## config.mk

```make
export PLATFORM = sky130hd
export DESIGN_NAME = mem_seq_initiator
export DESIGN_NICKNAME = d
export VERILOG_FILES = /design/src/rtl/mem_seq_pkg.sv /design/src/rtl/mem_seq_initiator_hold_timer.sv /design/src/rtl/mem_seq_initiator.sv
export SDC_FILE = /design/constraint.sdc
export NUM_CORES = 1
export LEC_CHECK = 0
export CORE_AREA = 2 2 54 66
export DETAILED_ROUTE_END_ITERATION = 10
export DIE_AREA = 0 0 56 68
export GPL_ROUTABILITY_DRIVEN = 0
export GPL_TIMING_DRIVEN = 0
export PLACE_DENSITY = 0.85
export SYNTH_ARGS = -nofsm -noshare
export SYNTH_HDL_FRONTEND = slang
export SYNTH_SLANG_ARGS = --single-unit
export TNS_END_PERCENT = 20
```

## constraint.sdc

```tcl
create_clock -name i_clock -period 3.8 [get_ports i_clock]
set_clock_uncertainty 0.2 [all_clocks]
set_input_delay 0.38 -clock i_clock [delete_from_list [all_inputs] [get_ports i_clock]]
set_output_delay 0.38 -clock i_clock [all_outputs]
set_load 0.005 [all_outputs]
```

## src/rtl/mem_seq_pkg.sv

```systemverilog
// Purpose : shared types and constants for the 8x8 memory-bus initiator.
// Latency : n/a (declarations only).
// Backpr. : n/a.
package mem_seq_pkg;

    typedef enum logic [2:0] {
        RST,
        INIT_WS,
        INIT_WI,
        INIT_RI,
        INIT_RS,
        CLEAR,
        IDLE,
        ACCESS
    } state_t;

    localparam logic OP_READ  = 1'b0;
    localparam logic OP_WRITE = 1'b1;

    localparam int MEM_WORDS = 8;
    localparam int ADDR_W    = 3;
    localparam int DATA_W    = 8;
    localparam int HOLD_W    = 4;

    localparam logic [ADDR_W-1:0] INIT_ADDR = 3'b001;
    localparam logic [DATA_W-1:0] INIT_DATA = 8'h55;
    localparam logic [ADDR_W-1:0] LAST_ADDR = ADDR_W'(MEM_WORDS - 1);

    // Reload value for the hold timer: an access lasting N clocks counts N-1..0.
    function automatic logic [HOLD_W-1:0] hold_load(input int hold);
        return HOLD_W'(hold - 1);
    endfunction

endpackage

```

## src/rtl/mem_seq_initiator_hold_timer.sv

```systemverilog
// Purpose : loadable 4-bit down-counter pacing how long an access stays on the memory pins.
// Latency : done reflects the registered count; a load takes effect on the next edge.
// Backpr. : none; load always wins over counting.
// Ports   : clk, rst (async, active-high), load + load_val (restart count), done (count == 0).
module hold_timer
    import mem_seq_pkg::*;
(
    input  logic              clk,
    input  logic              rst,
    input  logic              load,
    input  logic [HOLD_W-1:0] load_val,
    output logic              done
);

    logic [HOLD_W-1:0] cnt_q;
    logic [HOLD_W-1:0] cnt_d;

    always_comb begin
        cnt_d = cnt_q;
        if (load) begin
            cnt_d = load_val;
        end else if (cnt_q != '0) begin
            cnt_d = cnt_q - HOLD_W'(1);
        end
    end

    always_ff @(posedge clk or posedge rst) begin
        if (rst) begin
            cnt_q <= '0;
        end else begin
            cnt_q <= cnt_d;
        end
    end

    assign done = (cnt_q == '0);

endmodule

```

## src/rtl/mem_seq_initiator.sv

```systemverilog
// Purpose : drives the 8x8 memory pins: power-up walk, clear of all words, then timed single-word accesses.
// Latency : request handshake to IDLE (and read response) is HOLD_CYCLES+1 clocks.
// Backpr. : o_reqReady only in IDLE; a held request waits there, never dropped or repeated.
// Ports   : i_clock/i_reset (async, active-high); request port i_req*/o_reqReady;
//           response o_rspValid/o_rspData; o_initDone; memory pins o_select/o_operation/o_addr/o_data, i_memData.
module mem_seq_initiator
    import mem_seq_pkg::*;
#(
    parameter int HOLD_CYCLES = 5
) (
    input  logic              i_clock,
    input  logic              i_reset,
    input  logic              i_reqValid,
    output logic              o_reqReady,
    input  logic              i_reqWrite,
    input  logic [ADDR_W-1:0] i_reqAddr,
    input  logic [DATA_W-1:0] i_reqData,
    output logic              o_rspValid,
    output logic [DATA_W-1:0] o_rspData,
    output logic              o_initDone,
    output logic              o_select,
    output logic              o_operation,
    output logic [ADDR_W-1:0] o_addr,
    output logic [DATA_W-1:0] o_data,
    input  logic [DATA_W-1:0] i_memData
);

    localparam logic [HOLD_W-1:0] HOLD_LOAD = hold_load(HOLD_CYCLES);

    state_t            state_q,     state_d;
    logic              sel_q,       sel_d;
    logic              op_q,        op_d;
    logic [ADDR_W-1:0] addr_q,      addr_d;
    logic [DATA_W-1:0] data_q,      data_d;
    logic              ready_q,     ready_d;
    logic              init_done_q, init_done_d;
    logic              rsp_vld_q,   rsp_vld_d;
    logic [DATA_W-1:0] rsp_dat_q,   rsp_dat_d;
    logic              req_write_q, req_write_d;
    logic              tmr_load;
    logic              tmr_done;

    hold_timer u_hold_timer (
        .clk      (i_clock),
        .rst      (i_reset),
        .load     (tmr_load),
        .load_val (HOLD_LOAD),
        .done     (tmr_done)
    );

    // Every output is a flop, so each branch computes the pin values for the
    // state being entered; the pins then match state_q after the edge.
    always_comb begin
        state_d     = state_q;
        sel_d       = 1'b0;
        op_d        = OP_READ;
        addr_d      = addr_q;
        data_d      = data_q;
        ready_d     = 1'b0;
        init_done_d = init_done_q;
        rsp_vld_d   = 1'b0;
        rsp_dat_d   = rsp_dat_q;
        req_write_d = req_write_q;
        tmr_load    = 1'b0;

        unique case (state_q)
            RST: begin
                state_d = INIT_WS;
                sel_d   = 1'b1;
                op_d    = OP_WRITE;
                addr_d  = INIT_ADDR;
                data_d  = INIT_DATA;
            end
            INIT_WS: begin
                state_d = INIT_WI;
                op_d    = OP_WRITE;
            end
            INIT_WI: begin
                state_d = INIT_RI;
            end
            INIT_RI: begin
                state_d = INIT_RS;
                sel_d   = 1'b1;
            end
            INIT_RS: begin
                state_d  = CLEAR;
                sel_d    = 1'b1;
                op_d     = OP_WRITE;
                addr_d   = '0;
                data_d   = '0;
                tmr_load = 1'b1;
            end
            CLEAR: begin
                if (tmr_done) begin
                    if (addr_q == LAST_ADDR) begin
                        state_d     = IDLE;
                        ready_d     = 1'b1;
                        init_done_d = 1'b1;
                    end else begin
                        sel_d    = 1'b1;
                        op_d     = OP_WRITE;
                        addr_d   = addr_q + ADDR_W'(1);
                        tmr_load = 1'b1;
                    end
                end else begin
                    sel_d = 1'b1;
                    op_d  = OP_WRITE;
                end
            end
            IDLE: begin
                // ready_q is a flop, so accepting never loops back into o_reqReady.
                if (i_reqValid && ready_q) begin
                    state_d     = ACCESS;
                    req_write_d = i_reqWrite;
                    sel_d       = 1'b1;
                    op_d        = i_reqWrite;
                    addr_d      = i_reqAddr;
                    data_d      = (i_reqWrite == OP_WRITE) ? i_reqData : '0;
                    tmr_load    = 1'b1;
                end else begin
                    ready_d = 1'b1;
                end
            end
            ACCESS: begin
                if (tmr_done) begin
                    state_d = IDLE;
                    ready_d = 1'b1;
                    // Read data is sampled on the edge that ends the hold window.
                    if (req_write_q == OP_READ) begin
                        rsp_vld_d = 1'b1;
                        rsp_dat_d = i_memData;
                    end
                end else begin
                    sel_d = 1'b1;
                    op_d  = req_write_q;
                end
            end
            default: begin
                state_d = RST;
            end
        endcase
    end

    always_ff @(posedge i_clock or posedge i_reset) begin
        if (i_reset) begin
            state_q     <= RST;
            sel_q       <= 1'b0;
            op_q        <= 1'b0;
            addr_q      <= '0;
            data_q      <= '0;
            ready_q     <= 1'b0;
            init_done_q <= 1'b0;
            rsp_vld_q   <= 1'b0;
            rsp_dat_q   <= '0;
            req_write_q <= 1'b0;
        end else begin
            state_q     <= state_d;
            sel_q       <= sel_d;
            op_q        <= op_d;
            addr_q      <= addr_d;
            data_q      <= data_d;
            ready_q     <= ready_d;
            init_done_q <= init_done_d;
            rsp_vld_q   <= rsp_vld_d;
            rsp_dat_q   <= rsp_dat_d;
            req_write_q <= req_write_d;
        end
    end

    assign o_reqReady  = ready_q;
    assign o_rspValid  = rsp_vld_q;
    assign o_rspData   = rsp_dat_q;
    assign o_initDone  = init_done_q;
    assign o_select    = sel_q;
    assign o_operation = op_q;
    assign o_addr      = addr_q;
    assign o_data      = data_q;

endmodule

```

-- After elaboration in Yosys (flattened, before gate mapping)
Cells that the tools add are included.
- flip-flop bits (word level): 32
- bits of input ports: 23
- output and inout bits: 24
- word-level logic and storage cells: 74
- $add $sub $neg: 2
- eq/ne operators: 13
- muxes and demuxes: 32
- bitwise operators: 1
- reductions and logical operators: 15
- operator list (kind ; number):
    one-hot mux 3 bit (8 select lines) ; 1
    one-hot mux 8 bit (3 select lines) ; 1
    2-to-1 mux 3 bit ; 7
    2-to-1 mux 8 bit ; 2
    == test 3 bit (second input constant) ; 5
    2-to-1 mux 1 bit ; 14
    one-hot mux 3 bit (4 select lines) ; 1
    inequality test 2 bit (second input constant) ; 5
    2-to-1 mux 4 bit ; 2
    one-hot mux 1 bit (4 select lines) ; 2
    AND reduction 4 bit ; 2
    nonzero test 4 bit ; 2
    == test 3 x 2 -> 1 bit (second input constant) ; 2
    one-hot mux 1 bit (3 select lines) ; 2
    AND reduction 3 bit ; 2
    OR reduction 3 bit ; 2
    logical NOT 4 bit ; 1
    AND reduction 2 bit ; 2
    subtractor 4 x 1 -> 4 bit (second input constant) ; 1
    adder 3 x 1 -> 3 bit (second input constant) ; 1
    == test 3 x 1 -> 1 bit (second input constant) ; 1
    logical NOT 3 bit ; 1
    nonzero test 3 bit ; 1
    nonzero test 2 bit ; 1
    other kinds (2) ; 2

-- Logic depth before layout (Yosys ltp)
- word-level depth: 5
- depth in mapped cells: 6
- mapped depth without buffers: 6

-- By module
A second synthesis with hierarchy kept.
- cells, all modules: 136
- area total of the unflattened synthesis: 1579.0 um^2
- modules (own cells, without submodules) (module ; instances ; cells an instance ; area each (um^2) ; sequential area each (um^2)):
    mem_seq_initiator ; 1 ; 113 ; 1342.5 ; 700.7
    hold_timer ; 1 ; 23 ; 236.5 ; 100.1

-- Worst setup path before layout
OpenSTA, ideal clock, no wires.
- path type: reg2reg
- start point: reg addr_q[0] (netlist: o_addr[0])
- end point: reg addr_q[0] (netlist: o_addr[0])
- setup time: 0.125 ns
- arrival: 1.628 ns
- data required time: 3.475 ns
- path slack: 1.847 ns
- cell stages (with the launch flop): 7
- path buffers: 0
- clock period less this slack: 1.953 ns
- path through: dfrtp_1 > ha_1 > ha_1 > o21ai_0 > a21oi_1 > a221oi_2 > mux2_2
- word-level cells in the longest chain between the ends: 4
- elaborated cells on any way between the ends: 7
- those cells by class: add/sub: 1; eq/ne: 2; mux: 3; reduce/logical: 1
- RTL lines (what ; RTL line ; source):
    from (decl) ; mem_seq_initiator.sv:33 ; logic [ADDR_W-1:0] addr_q, addr_d;
    from (signal assigned) ; mem_seq_initiator.sv:160 ; addr_q <= addr_d;
    adder 3 x 1 -> 3 bit ; mem_seq_initiator.sv:102 ; addr_d = addr_q + ADDR_W'(1);
    2-to-1 mux 3 bit ; mem_seq_initiator.sv:95 ; if (addr_q == LAST_ADDR) begin
    2-to-1 mux 3 bit ; mem_seq_initiator.sv:94 ; if (tmr_done) begin
    one-hot mux 3 bit (4 select lines) ; mem_seq_initiator.sv:66 ; unique case (state_q)
Parallel ways exist; a longest one is shown, timed or not. The select of a mux whose other input is x is not followed.
A chain may end at the register's enable or synchronous reset.

-- Worst setup path after layout
- start point: reg u_hold_timer.cnt_q[0]
- end point: reg state_q[1]
- word-level cells in the longest chain between the ends: 3
- elaborated cells on any way between the ends: 4
- those cells by class: eq/ne: 2; reduce/logical: 2
- RTL lines (what ; RTL line ; source):
    from (decl) ; mem_seq_initiator_hold_timer.sv:15 ; logic [HOLD_W-1:0] cnt_q;
    from (signal assigned) ; mem_seq_initiator_hold_timer.sv:31 ; cnt_q <= cnt_d;
    logical NOT 4 bit * ; mem_seq_initiator_hold_timer.sv:35 ; assign done = (cnt_q == '0);
    inequality test 2 bit (no line) ; n/a ;
    AND reduction 4 bit (no line) * ; n/a ;
    to (signal assigned) ; mem_seq_initiator.sv:157 ; state_q <= state_d;
    to (decl) ; mem_seq_initiator.sv:30 ; state_t state_q, state_d;
Mark *: on every way between the ends. The rest lies on a longest branch, timed or not.

==> out/results.txt <==
Worst setup EP type = register
Synth Register Bits = 32
Unrepaired setup endpoints after global routing = false
IO Port Bufs = 46
DRC = 0
Slew at the pin closest to its max-slew limit = 1.18 ns
Antenna violations before repair = 0
Max Cap Viol = 0
Post-synthesis compound-gate area fraction = 0.134
Post-synthesis cell count = 143
Starting DRT DRC Count = 28
Antenna Cells = 0
Leak Pwr = 0.000935 uW
Clk buf depth = 2
Die area = 3810 um^2
Finished Layout Cells = 234
WS Path Type = register to register
Via count = 1276
Drt total wl = 3430 um
Initial Util = 0.464
Multi-input combinational cell area = 662 um^2
Register Area = 801 um^2
Ys async rst share = 1.00
Grt ovf = 0
Critical Path RT = 3.84 ns
Post-route ant nets = 0
Final period util = 0.591
Syn_nets = 170
Post-CTS Setup Inserts = 0
H-tree depth = 2
IO Pins = 47
Synth Cell Area = 1490 um^2
Period minus WS final = 2.25 ns
Slew headroom = 0.215
Arrival time at the worst endpoint = 2.28 ns
DP Wirelength = 2530 um
Worst-Skew Late Latency = 0.30 ns
Chip Width = 56 um
Post-DR vias/cell = 5.45
FILL cells = 270
Hold/Removal Path Class = register to register
CP top delay family = simple AND/OR/NAND/NOR gates
Crit path launch type = register
Post-Synth Adder-Cell Area = 0.0335
First-pass GRT wire length = 5730 um
Critical path buffers and inverters = 1
Final hold violation count = 0
Max FO, Critical Path = 7
Sequential share of the synthesized area = 0.536
Unique masters post-synth = 35
CP peak stage delay = 0.72 ns
Synth Area in XOR/XNOR = 0.00586
Setup-failing EPs final = 0
Cts bufs inserted = 5
Worst Setup Slack, final = 1.55 ns
Placed Cells = 226
Die Height = 68 um
Pwr/cell area = 577 nW/um^2
Crit-path cells = inv_1, ha_1, nor3b_1, nand2_1, a21boi_0, o22a_1
Status = complete, no violations
Max Slew Vio Count = 0
Fmax = 445 MHz
CTS root buf = clkbuf_8
Synth Area per Inst = 10.4 um^2
# resized after CTS = 0
Final TNS setup = 0 ns
Synth Area in Simple Gates = 0.187
Number of global-route vias before repair = 1314
Main synth FF type = dfrtp_1
WL/cell = 14.7 um
Number of synthesized flops with an enable pin = 0
CTS tree = built
Tot GR Track Use = 0.197
Worst vdd ir = 0.567 mV
Largest family of logic cells by synthesized area = simple AND/OR/NAND/NOR gates
Hold-fix buffers, CTS = 0
Core Region = 3220 um^2
Setup WS pre-CTS = 1.60 ns
Sink Count = 32
Layout cells sized above 1 = 0.122
Largest net degree at the start of global routing = 33
CP max stage cell = nor3b_1
Area delta synth->final = 41.4%
Drt first pass iters = 4
Post-synthesis mux area share = 0.0829
Yosys warns = 0
Number of cell rows = 23
Final nets = 223
Clock slew at reported path FFs = 0.07 ns
## routing by layer
metal	up-vias	routed length (um)	global-route usage
li1	604	-	-
met1	619	1380	0.205
met2	48	1750	0.353
met3	5	261	0.0870
met4	0	43	0.0744
met5	-	0	0
## path summary, 6_finish.rpt
path | from | slack [ns] | end | depth (start not counted)
max | u_hold_timer.cnt_q[0] | 1.55 | state_q[1] | 6
min | o_initDone | 0.27 | o_initDone | 1
max reg2reg | u_hold_timer.cnt_q[0] | 1.55 | state_q[1] | 6
min reg2reg | o_initDone | 0.27 | o_initDone | 1
max in group asynchronous | i_reset | 2.19 | o_operation | 2
min in group asynchronous | i_reset | 0.50 | o_rspData[0] | 2
## synth_stat cells (all sizes together) (2+ instances only)
master | n | area (um^2)
nand3 | 6 | 30.0
or3 | 2 | 12.5
a21o | 2 | 15.0
a22oi | 2 | 15.0
clkbuf | 4 | 15.0
nand2 | 23 | 88.8
mux2 | 11 | 124
nor2 | 13 | 48.8
a31oi | 2 | 12.5
a21boi | 2 | 15.0
inv | 3 | 11.3
nor2b | 6 | 37.5
o21ai | 4 | 20.0
a21oi | 10 | 50.1
ha | 4 | 50.1
dfrtp | 32 | 801
## power by group
| group | total, uW | internal, uW | switching, uW |
|---|---|---|---|
| clock network | 326 | 194 | 132 |
| registers | 471 | 416 | 55.7 |
| logic | 422 | 230 | 192 |
| total | 1220 | 840 | 380 |
## worst register-to-register path, delay by kind of cell, from the launching register on
kind / cells / cell delay, ns
AOI/OAI and AO/OA: 2 / 0.44
adders and majority gates: 1 / 0.25
buffers and inverters: 1 / 0.07
DFF: 1 / 0.41
and+or+nand+nor: 2 / 0.82
## layout by cell type (no fill, tap or decap), types with 2 or more instances in the layout
cell type / n
a21oi_1: 10
dfrtp_1: 32
clkbuf_8: 5
nand3_1: 6
ha_1: 4
clkbuf_1: 4
or3_1: 2
a21o_1: 2
nor2_1: 13
mux2_2: 11
a22oi_1: 2
a31oi_1: 2
nor2b_1: 6
clkdlybuf4s50_1: 46
inv_1: 3
nand2_1: 22
o21ai_0: 4
## state kept, by name, summed over array words and instances, names as in the netlist
signal,cells
req_write_q,1
o_select,1
o_operation,1
o_initDone,1
o_rspData,8
o_reqReady,1
o_data,8
state_q,3
o_addr,3
u_hold_timer.cnt_q,4
o_rspValid,1
## per-stage QoR
stage	hold slack, ns	instance area, um^2	util	power (uW)
6_report	0.271	2110	0.655	1220
5_1_grt	0.302	2110	0.655	1300
4_1_cts	0.275	2110	0.655	1230
3_5_place_dp	0.260	2000	0.621	898
3_3_place_gp	0.252	2000	0.621	870
2_1_floorplan	0.262	1490	-	718
## cell type report
type	count	area share
sequential	32	0.379
multi-input combinational	103	0.313
timing repair buffer	46	0.218
clock buffer	5	0.0326
tap	37	0.0219
clock inverter	3	0.0201
buffer	5	0.00948
inverter	3	0.00533
## cells by family after synthesis
logic type,count (synthesis)
DFF,32
buffers and inverters,8
AOI/OAI and AO/OA,30
adders and majority gates,4
xor gates and xnor gates,1
muxes,11
and+or+nand+nor,57
No activity file was read; power rests on OpenSTA's default activity.
